$ cat src/rtl/kinase_seq_pkg.sv
`default_nettype none
// ============================================================================
// Module   : kinase_seq_pkg
// Purpose  : Shared definitions for the kinase step sequencer: step-entry
//            field layout, sequencer FSM state encoding and the peristaltic
//            pump phase patterns.
// Revision : 1.0 - initial release
// ============================================================================
package kinase_seq_pkg;

   // Step-entry field widths
   localparam int CTRL_A_W    = 13;
   localparam int CTRL_S_W    = 4;
   localparam int PUMP_A_W    = 3;
   localparam int PUMP_B_W    = 2;
   // Everything in an entry above the dwell field
   localparam int ENTRY_HDR_W = CTRL_A_W + CTRL_S_W + 2;

   // Field offsets measured from bit 0 of the header (i.e. above dwell)
   localparam int OFS_PB_EN   = 0;
   localparam int OFS_PA_EN   = 1;
   localparam int OFS_CTRL_S  = 2;
   localparam int OFS_CTRL_A  = OFS_CTRL_S + CTRL_S_W;

   // Header part of a step entry, MSB first
   typedef struct packed {
      logic [CTRL_A_W-1:0] ctrl_a;
      logic [CTRL_S_W-1:0] ctrl_s;
      logic                pa_en;
      logic                pb_en;
   } step_hdr_t;

   typedef enum logic [1:0] {
      ST_IDLE  = 2'd0,
      ST_RUN   = 2'd1,
      ST_DONE  = 2'd2,
      ST_ABORT = 2'd3
   } seq_state_t;

   // Three-valve pump: one valve open per phase, rotating
   localparam logic [PUMP_A_W-1:0] PA_PH0 = 3'b011;
   localparam logic [PUMP_A_W-1:0] PA_PH1 = 3'b110;
   localparam logic [PUMP_A_W-1:0] PA_PH2 = 3'b101;
   // Two-valve pump: alternating
   localparam logic [PUMP_B_W-1:0] PB_PH0 = 2'b01;
   localparam logic [PUMP_B_W-1:0] PB_PH1 = 2'b10;

   function automatic logic [PUMP_A_W-1:0] pa_pattern(input logic [1:0] ph);
      logic [PUMP_A_W-1:0] pat;
      case (ph)
         2'd0:    pat = PA_PH0;
         2'd1:    pat = PA_PH1;
         2'd2:    pat = PA_PH2;
         default: pat = PA_PH0;
      endcase
      return pat;
   endfunction

endpackage : kinase_seq_pkg
`default_nettype wire

$ cat src/rtl/kinase_pump_phase.sv
`default_nettype none
// ============================================================================
// Module   : kinase_pump_phase
// Purpose  : Dwell timing and pump phase generation for one sequencer step.
//            A prescaler produces a tick every PRESCALE cycles of RUN; ticks
//            are counted against the step's dwell, and each non-final tick
//            advances the pump phases.
// Ports    : clk, rst_n      - clock, async active-low reset
//            run             - sequencer is in RUN (counters advance)
//            step_load       - entering a new step: clear all counters
//            dwell           - dwell of the current entry in ticks (0 == 1)
//            pa_en, pb_en    - pump enables of the current entry
//            tick            - prescaler wraps this cycle
//            dwell_last      - current tick interval is the step's last one
//            pa_pat, pb_pat  - pump valve patterns (zero when disabled)
// Revision : 1.0 - initial release
// ============================================================================
module kinase_pump_phase
   import kinase_seq_pkg::*;
#(
   parameter int PRESCALE = 1000,
   parameter int DWELL_W  = 16
) (
   input  logic                clk,
   input  logic                rst_n,
   input  logic                run,
   input  logic                step_load,
   input  logic [DWELL_W-1:0]  dwell,
   input  logic                pa_en,
   input  logic                pb_en,
   output logic                tick,
   output logic                dwell_last,
   output logic [PUMP_A_W-1:0] pa_pat,
   output logic [PUMP_B_W-1:0] pb_pat
);

   localparam int              PS_W   = (PRESCALE > 1) ? $clog2(PRESCALE) : 1;
   localparam logic [PS_W-1:0] PS_MAX = PS_W'(PRESCALE - 1);

   logic [PS_W-1:0]    presc;
   logic [DWELL_W-1:0] dwell_cnt;
   logic [DWELL_W-1:0] dwell_m1;
   logic [1:0]         pa_ph;
   logic               pb_ph;

   // A zero dwell behaves as a single tick
   assign dwell_m1   = (dwell == '0) ? '0 : dwell - DWELL_W'(1);
   assign tick       = run && (presc == PS_MAX);
   assign dwell_last = (dwell_cnt == dwell_m1);

   always_ff @(posedge clk or negedge rst_n) begin
      if (!rst_n) begin
         presc     <= '0;
         dwell_cnt <= '0;
         pa_ph     <= 2'd0;
         pb_ph     <= 1'b0;
      end else if (step_load) begin
         presc     <= '0;
         dwell_cnt <= '0;
         pa_ph     <= 2'd0;
         pb_ph     <= 1'b0;
      end else if (run) begin
         if (presc == PS_MAX) begin
            presc <= '0;
            // The final tick hands over to the next step instead of
            // advancing the pumps.
            if (!dwell_last) begin
               dwell_cnt <= dwell_cnt + DWELL_W'(1);
               pa_ph     <= (pa_ph == 2'd2) ? 2'd0 : pa_ph + 2'd1;
               pb_ph     <= ~pb_ph;
            end
         end else begin
            presc <= presc + PS_W'(1);
         end
      end
   end

   assign pa_pat = pa_en ? pa_pattern(pa_ph) : '0;
   assign pb_pat = pb_en ? (pb_ph ? PB_PH1 : PB_PH0) : '0;

endmodule : kinase_pump_phase
`default_nettype wire

$ cat src/rtl/kinase_step_sequencer.sv
`default_nettype none
// ============================================================================
// Module   : kinase_step_sequencer
// Purpose  : Plays back a table of valve states with dwell times and drives
//            the shared control pins (ctrl_a, ctrl_s, pump_a, pump_b) of the
//            kinase_activity array. All outputs are registered from the
//            current FSM state, so they trail the state by one cycle.
// Ports    : clk, rst_n            - clock, async active-low reset
//            cfg_we/addr/data      - step table write (ignored unless idle)
//            step_count            - steps to run, sampled on accepted start
//            start, abort          - run / stop request pulses
//            ctrl_a, ctrl_s        - valve controls (1 = pressurized)
//            pump_a, pump_b        - pump phase patterns
//            busy, done, aborted   - run status and completion pulses
//            step_idx              - current step index
// Revision : 1.0 - initial release
// ============================================================================
module kinase_step_sequencer
   import kinase_seq_pkg::*;
#(
   parameter int NSTEPS   = 16,
   parameter int PRESCALE = 1000,
   parameter int DWELL_W  = 16
) (
   input  logic                              clk,
   input  logic                              rst_n,
   input  logic                              cfg_we,
   input  logic [$clog2(NSTEPS)-1:0]         cfg_addr,
   input  logic [ENTRY_HDR_W+DWELL_W-1:0]    cfg_data,
   input  logic [$clog2(NSTEPS):0]           step_count,
   input  logic                              start,
   input  logic                              abort,
   output logic [CTRL_A_W-1:0]               ctrl_a,
   output logic [CTRL_S_W-1:0]               ctrl_s,
   output logic [PUMP_A_W-1:0]               pump_a,
   output logic [PUMP_B_W-1:0]               pump_b,
   output logic                              busy,
   output logic                              done,
   output logic                              aborted,
   output logic [$clog2(NSTEPS)-1:0]         step_idx
);

   localparam int IDX_W   = $clog2(NSTEPS);
   localparam int CNT_W   = IDX_W + 1;
   localparam int ENTRY_W = ENTRY_HDR_W + DWELL_W;

   logic [ENTRY_W-1:0] table_q [NSTEPS];

   seq_state_t         state, state_nx;
   logic [IDX_W-1:0]   idx, idx_nx;
   logic [CNT_W-1:0]   cnt_q, cnt_nx;
   logic [CNT_W-1:0]   count_clamped;
   logic               step_load;
   logic               step_end;
   logic               last_step;
   logic               running;

   logic [ENTRY_W-1:0] cur_entry;
   step_hdr_t          hdr;
   logic [DWELL_W-1:0] cur_dwell;

   logic               tick;
   logic               dwell_last;
   logic [PUMP_A_W-1:0] pa_pat;
   logic [PUMP_B_W-1:0] pb_pat;

   assign cur_entry = table_q[idx];
   assign hdr       = cur_entry[ENTRY_W-1 -: ENTRY_HDR_W];
   assign cur_dwell = cur_entry[DWELL_W-1:0];
   assign running   = (state == ST_RUN);

   assign count_clamped = (step_count > CNT_W'(NSTEPS)) ? CNT_W'(NSTEPS) : step_count;
   // cnt_q is at least 1 whenever this is consulted (RUN only)
   assign last_step     = ({1'b0, idx} == (cnt_q - CNT_W'(1)));
   assign step_end      = tick && dwell_last;

   // ------------------------------------------------------------------
   // Step table: plain register array, writable only while idle
   // ------------------------------------------------------------------
   always_ff @(posedge clk) begin
      if (cfg_we && (state == ST_IDLE)) begin
         table_q[cfg_addr] <= cfg_data;
      end
   end

   // ------------------------------------------------------------------
   // Dwell / pump phase engine
   // ------------------------------------------------------------------
   kinase_pump_phase #(
      .PRESCALE (PRESCALE),
      .DWELL_W  (DWELL_W)
   ) u_pump (
      .clk        (clk),
      .rst_n      (rst_n),
      .run        (running),
      .step_load  (step_load),
      .dwell      (cur_dwell),
      .pa_en      (hdr.pa_en),
      .pb_en      (hdr.pb_en),
      .tick       (tick),
      .dwell_last (dwell_last),
      .pa_pat     (pa_pat),
      .pb_pat     (pb_pat)
   );

   // ------------------------------------------------------------------
   // Sequencer FSM
   // ------------------------------------------------------------------
   always_ff @(posedge clk or negedge rst_n) begin
      if (!rst_n) begin
         state <= ST_IDLE;
         idx   <= '0;
         cnt_q <= '0;
      end else begin
         state <= state_nx;
         idx   <= idx_nx;
         cnt_q <= cnt_nx;
      end
   end

   always_comb begin
      state_nx  = state;
      idx_nx    = idx;
      cnt_nx    = cnt_q;
      step_load = 1'b0;
      case (state)
         ST_IDLE: begin
            // abort alongside start cancels the request silently
            if (start && !abort) begin
               cnt_nx = count_clamped;
               idx_nx = '0;
               if (count_clamped == '0) begin
                  state_nx = ST_DONE;
               end else begin
                  state_nx  = ST_RUN;
                  step_load = 1'b1;
               end
            end
         end
         ST_RUN: begin
            if (abort) begin
               state_nx = ST_ABORT;
            end else if (step_end) begin
               if (last_step) begin
                  state_nx = ST_DONE;
               end else begin
                  idx_nx    = idx + IDX_W'(1);
                  step_load = 1'b1;
               end
            end
         end
         ST_DONE:  state_nx = ST_IDLE;
         ST_ABORT: state_nx = ST_IDLE;
         default:  state_nx = ST_IDLE;
      endcase
   end

   // ------------------------------------------------------------------
   // Registered outputs, derived from the current state
   // ------------------------------------------------------------------
   always_ff @(posedge clk or negedge rst_n) begin
      if (!rst_n) begin
         ctrl_a   <= '0;
         ctrl_s   <= '0;
         pump_a   <= '0;
         pump_b   <= '0;
         busy     <= 1'b0;
         done     <= 1'b0;
         aborted  <= 1'b0;
         step_idx <= '0;
      end else begin
         ctrl_a   <= running ? hdr.ctrl_a : '0;
         ctrl_s   <= running ? hdr.ctrl_s : '0;
         pump_a   <= running ? pa_pat     : '0;
         pump_b   <= running ? pb_pat     : '0;
         busy     <= running;
         done     <= (state == ST_DONE);
         aborted  <= (state == ST_ABORT);
         step_idx <= idx;
      end
   end

endmodule : kinase_step_sequencer
`default_nettype wire

$ cat config.mk
export PLATFORM = sky130hd
export DESIGN_NAME = kinase_step_sequencer
export DESIGN_NICKNAME = d
export VERILOG_FILES = /design/src/rtl/kinase_seq_pkg.sv /design/src/rtl/kinase_pump_phase.sv /design/src/rtl/kinase_step_sequencer.sv
export SDC_FILE = /design/constraint.sdc
export NUM_CORES = 1
export LEC_CHECK = 0
export CORE_MARGIN = 2
export CORE_UTILIZATION = 46
export CTS_CLUSTER_SIZE = 30
export DETAILED_ROUTE_END_ITERATION = 10
export PLACE_DENSITY = 0.71
export SLEW_MARGIN = 0
export SYNTH_ARGS = -nofsm -noshare
export SYNTH_HDL_FRONTEND = slang
export SYNTH_HIERARCHICAL = 1
export SYNTH_SLANG_ARGS = --single-unit
$ cat constraint.sdc
create_clock -name clk -period 11.15 [get_ports clk]
set_input_delay 2.7875 -clock clk [delete_from_list [all_inputs] [get_ports clk]]
set_output_delay 2.7875 -clock clk [all_outputs]
set_load 0.005 [all_outputs]
==> tab_implementation.tex <==
\begin{tabular}{lr}
\hline
Metric & Value \\
\hline
\multicolumn{2}{l}{\textbf{Floorplanning}} \\
\quad Height of the die & 239 um \\
\quad Total die area & 57200 sq um \\
\quad Top Ports & 78 \\
\quad Floorplan row count & 86 \\
\quad Core box area & 54900 sq um \\
\quad Starting Density & 46.4\% \\
\quad Width of the die & 239 um \\
\multicolumn{2}{l}{\textbf{Worst setup path}} \\
\quad Critical Path Start Type & register \\
\quad Largest stage delay, worst path & 0.83 ns \\
\quad Worst endpoint data arrival time & 8.26 ns \\
\quad Sequence of cells on the critical path & buf\_4, mux4\_2, nor2b\_1, a211oi\_1, a21oi\_1, inv\_1, ha\_1, or4b\_1, or4\_1, o211a\_1, or3b\_2, nor4\_1, nand2\_1, nor2\_1, and3\_1, and2\_1, o21a\_1, buf\_4, or2\_2, nand4\_1, nor3\_1, nand3\_1, xor2\_1, nor3\_1 \\
\quad Max stage delay cell, worst path & dfrtp\_4 \\
\quad Critical Path RT & 11.66 ns \\
\quad Critical path capture point type & register \\
\quad Critical setup path kind & register to register \\
\quad Critical path peak fanout & 51 \\
\multicolumn{2}{l}{\textbf{Timing}} \\
\quad Transition time at the pin with the least slew margin & 1.01 ns \\
\quad Post-route worst setup slack & 3.40 ns \\
\quad Final number of setup-violating endpoints & 0 \\
\quad Endpoints failing hold & 0 \\
\quad Peak Freq & 129 MHz \\
\quad Setup TNS & 0 ns \\
\quad Share of the cycle needed by the critical path after routing & 69.5\% \\
\quad Setup repair after global routing missed its margin & no \\
\quad Worst Skew & 0.0235 ns \\
\quad Final critical delay including setup and external delays & 7.75 ns \\
\quad Final max-slew violation count & 0 \\
\quad Hold Worst Slack & 0.543 ns \\
\quad Headroom to the max-slew limit & 32.8\% \\
\multicolumn{2}{l}{\textbf{Route}} \\
\quad Vias & 12889 \\
\quad Residual antenna-violating net count after detailed routing & 0 \\
\quad Violation count after the first detailed-routing iteration & 1185 \\
\quad Total Routed Length & 54.2 mm \\
\quad Routed length per placed instance & 25.1 um \\
\quad 1st-pass router iterations & 5 \\
\quad DRC violation count after routing & 0 \\
\quad Vias per Instance & 5.96 \\
\multicolumn{2}{l}{\textbf{Clock network}} \\
\quad Maximum clock insertion buffer count & 3 \\
\quad Cts repair resizes & 0 \\
\quad Number of levels the H-tree was split into & 2 \\
\quad Clock latency on the worst-skew pair & 0.62 ns \\
\quad Clk slew on worst S/H paths & 0.06 ns \\
\quad CTS Hold Bufs & 0 \\
\quad \# Post-CTS Setup Buffers & 0 \\
\quad Num CTS Buffers & 59 \\
\quad Sink Count & 629 \\
\quad TritonCTS clock tree & yes \\
\quad Clk root buf & clkbuf\_16 \\
\multicolumn{2}{l}{\textbf{Synthesis}} \\
\quad Count of mapped cells out of synthesis & 1313 \\
\quad Synth top area share & 66.1\% \\
\quad Biggest area consumer among synthesized cells & edfxtp\_1 \\
\quad Predominant post-synthesis flop cell & edfxtp\_1 \\
\quad Count of unique library cells instantiated by Yosys & 68 \\
\quad EDFF count, synth & 560 \\
\quad Flop and latch count out of synthesis & 629 \\
\quad Syn avg cell area & 19.4 sq um \\
\quad Sequential element share of the synthesized area & 72.8\% \\
\quad Post-synthesis cell area & 25500 sq um \\
\quad Biggest area contributors in the synthesized netlist & edfxtp\_1 (66\%), mux4\_2 (13\%), dfrtp\_1 (6.8\%) \\
\quad Warnings, synthesis & 6 \\
\quad Async SR Flop Fraction & 11.0\% \\
\quad Net count after synthesis & 1371 \\
\multicolumn{2}{l}{\textbf{Power}} \\
\quad PwrDens & 171 nW/um\^{}2 \\
\quad Post-layout total power & 0.00494 W \\
\quad Standby leakage power & 9.08 nW \\
\quad Peak supply drop & 110 uV \\
\multicolumn{2}{l}{\textbf{Final layout}} \\
\quad Most frequent cells in the layout & edfxtp\_1 (560), mux4\_2 (146), clkdlybuf4s50\_1 (76) \\
\quad Commonest non-fill, non-tap cell in the layout & edfxtp\_1 \\
\quad Synthesis-to-layout area growth & 13.8\% \\
\quad Core Util, Final & 52.8\% \\
\quad Nets & 1468 \\
\quad Share of layout cells above drive strength 1 & 20.1\% \\
\multicolumn{2}{l}{\textbf{Placement}} \\
\quad Detailed-placement wirelength estimate & 27.8 mm \\
\quad Placer congestion estimate & 0.862 \\
\quad Count of buffers inserted at the top-level ports & 77 \\
\quad Pre-CTS WS & 3.32 ns \\
\multicolumn{2}{l}{\textbf{Job}} \\
\quad Max-cap violations & 0 \\
\multicolumn{2}{l}{\textbf{Global route}} \\
\quad Number of antenna violations at the first check in global routing & 5 \\
\quad First-pass GRT wire length & 81.3 mm \\
\quad Global route total overflow & 0 \\
\quad Maximum number of pins on one net before global-route repair & 81 \\
\quad Overall routing resource usage & 19.3\% \\
\quad Via count of the first global-routing pass & 12926 \\
\multicolumn{2}{l}{\textbf{Outcome}} \\
\quad Run status & complete, no violations \\
\multicolumn{2}{l}{\textbf{Worst hold path}} \\
\quad Classification of the worst-slack hold path & register to register \\
\hline
\end{tabular}
[critical path: cells and delay by family, from the launching register on]
family                     cells  cell delay, ns
AOI/OAI and AO/OA              4            0.77
xor gates and xnor gates       1            0.15
adders and majority gates      1            0.20
buffers and inverters          3            1.17
DFF                            1            0.83
muxes                          1            0.40
and+or+nand+nor               14            4.07
[flip-flops by register name, summed over array words and instances (netlist names)]
signal,flops
u_pump/dwell_cnt,16
u_pump/pa_ph,2
step_idx,4
busy,1
u_pump/pb_ph,1
cnt_q,5
u_pump/presc,10
state,2
ctrl_s,4
pump_b,2
pump_a,3
table_q,560
aborted,1
idx,4
ctrl_a,13
done,1
[routing by layer]
metal  up-vias  GRT usage (%)  share of wire [%]
met5         -              0              0.065
met4         6           5.91                2.4
met3        79           3.40                6.4
met2       442           30.4                 48
met1      6760           27.7                 43
li1       5602              -                  -
[area by class of cell]
cell class / instances / area (sq um)
Fill cell: 4256 / 25900
Sequential cell: 629 / 18600
Multi-Input combinational cell: 602 / 6590
Clock buffer: 76 / 1610
Timing Repair Buffer: 104 / 983
Tap cell: 704 / 881
Clock inverter: 32 / 288
Inverter: 14 / 52.6
Antenna cell: 1 / 2.50
[synthesized netlist by cell type, drive strengths merged, types with 19 or more instances]
cell type  number
a211oi         19
a21oi          45
and2           29
buf            41
clkbuf         27
dfrtp          69
edfxtp        560
mux2i          21
mux4          157
nand2          33
nor2           38
nor2b          26
nor3           27
o21ai          23
[kinds of logic after synthesis]
| family | count (synthesis) | synth area share (%) |
|---|---|---|
| compound gates | 126 | 3.28 |
| mux | 181 | 15.0 |
| xor+xnor | 21 | 0.776 |
| buf+inv | 82 | 1.72 |
| fa+ha+maj | 9 | 0.442 |
| simple gates | 265 | 5.92 |
| flops | 629 | 72.8 |
[worst paths after layout]
| kind | start | to | slack [ns] | cells past startpoint |
|---|---|---|---|---|
| max in group asynchronous | rst_n | idx[0]$_DFFE_PN0P_ | 8.02 | 1 |
| setup reg to reg | idx[2]$_DFFE_PN0P_ | u_pump/presc[9]$_DFFE_PN0P_ | 3.40 | 24 |
| setup / recovery | idx[2]$_DFFE_PN0P_ | u_pump/presc[9]$_DFFE_PN0P_ | 3.40 | 24 |
| hold reg to reg | cnt_q[1]$_DFFE_PN0P_ | cnt_q[1]$_DFFE_PN0P_ | 0.54 | 2 |
| hold / removal | cnt_q[1]$_DFFE_PN0P_ | cnt_q[1]$_DFFE_PN0P_ | 0.54 | 2 |
| min in group asynchronous | rst_n | busy$_DFF_PN0_ | 2.34 | 1 |
[per-stage QoR]
stage | instances | instance area, sq um
3_5_place_dp | 2053 | 27100
5_1_grt | 2161 | 29000
4_1_cts | 2161 | 29000
6_report | 2162 | 29000
3_3_place_gp | 2053 | 27100
2_1_floorplan | 1313 | 25500
[where the power goes]
part | internal, W | total, W | switching, W
Sequential | 0.00265 | 0.00269 | 0.0000425
Clock | 0.00113 | 0.00196 | 0.000832
Combinational | 0.000121 | 0.000289 | 0.000167
Power figures use the tool's default switching activity.
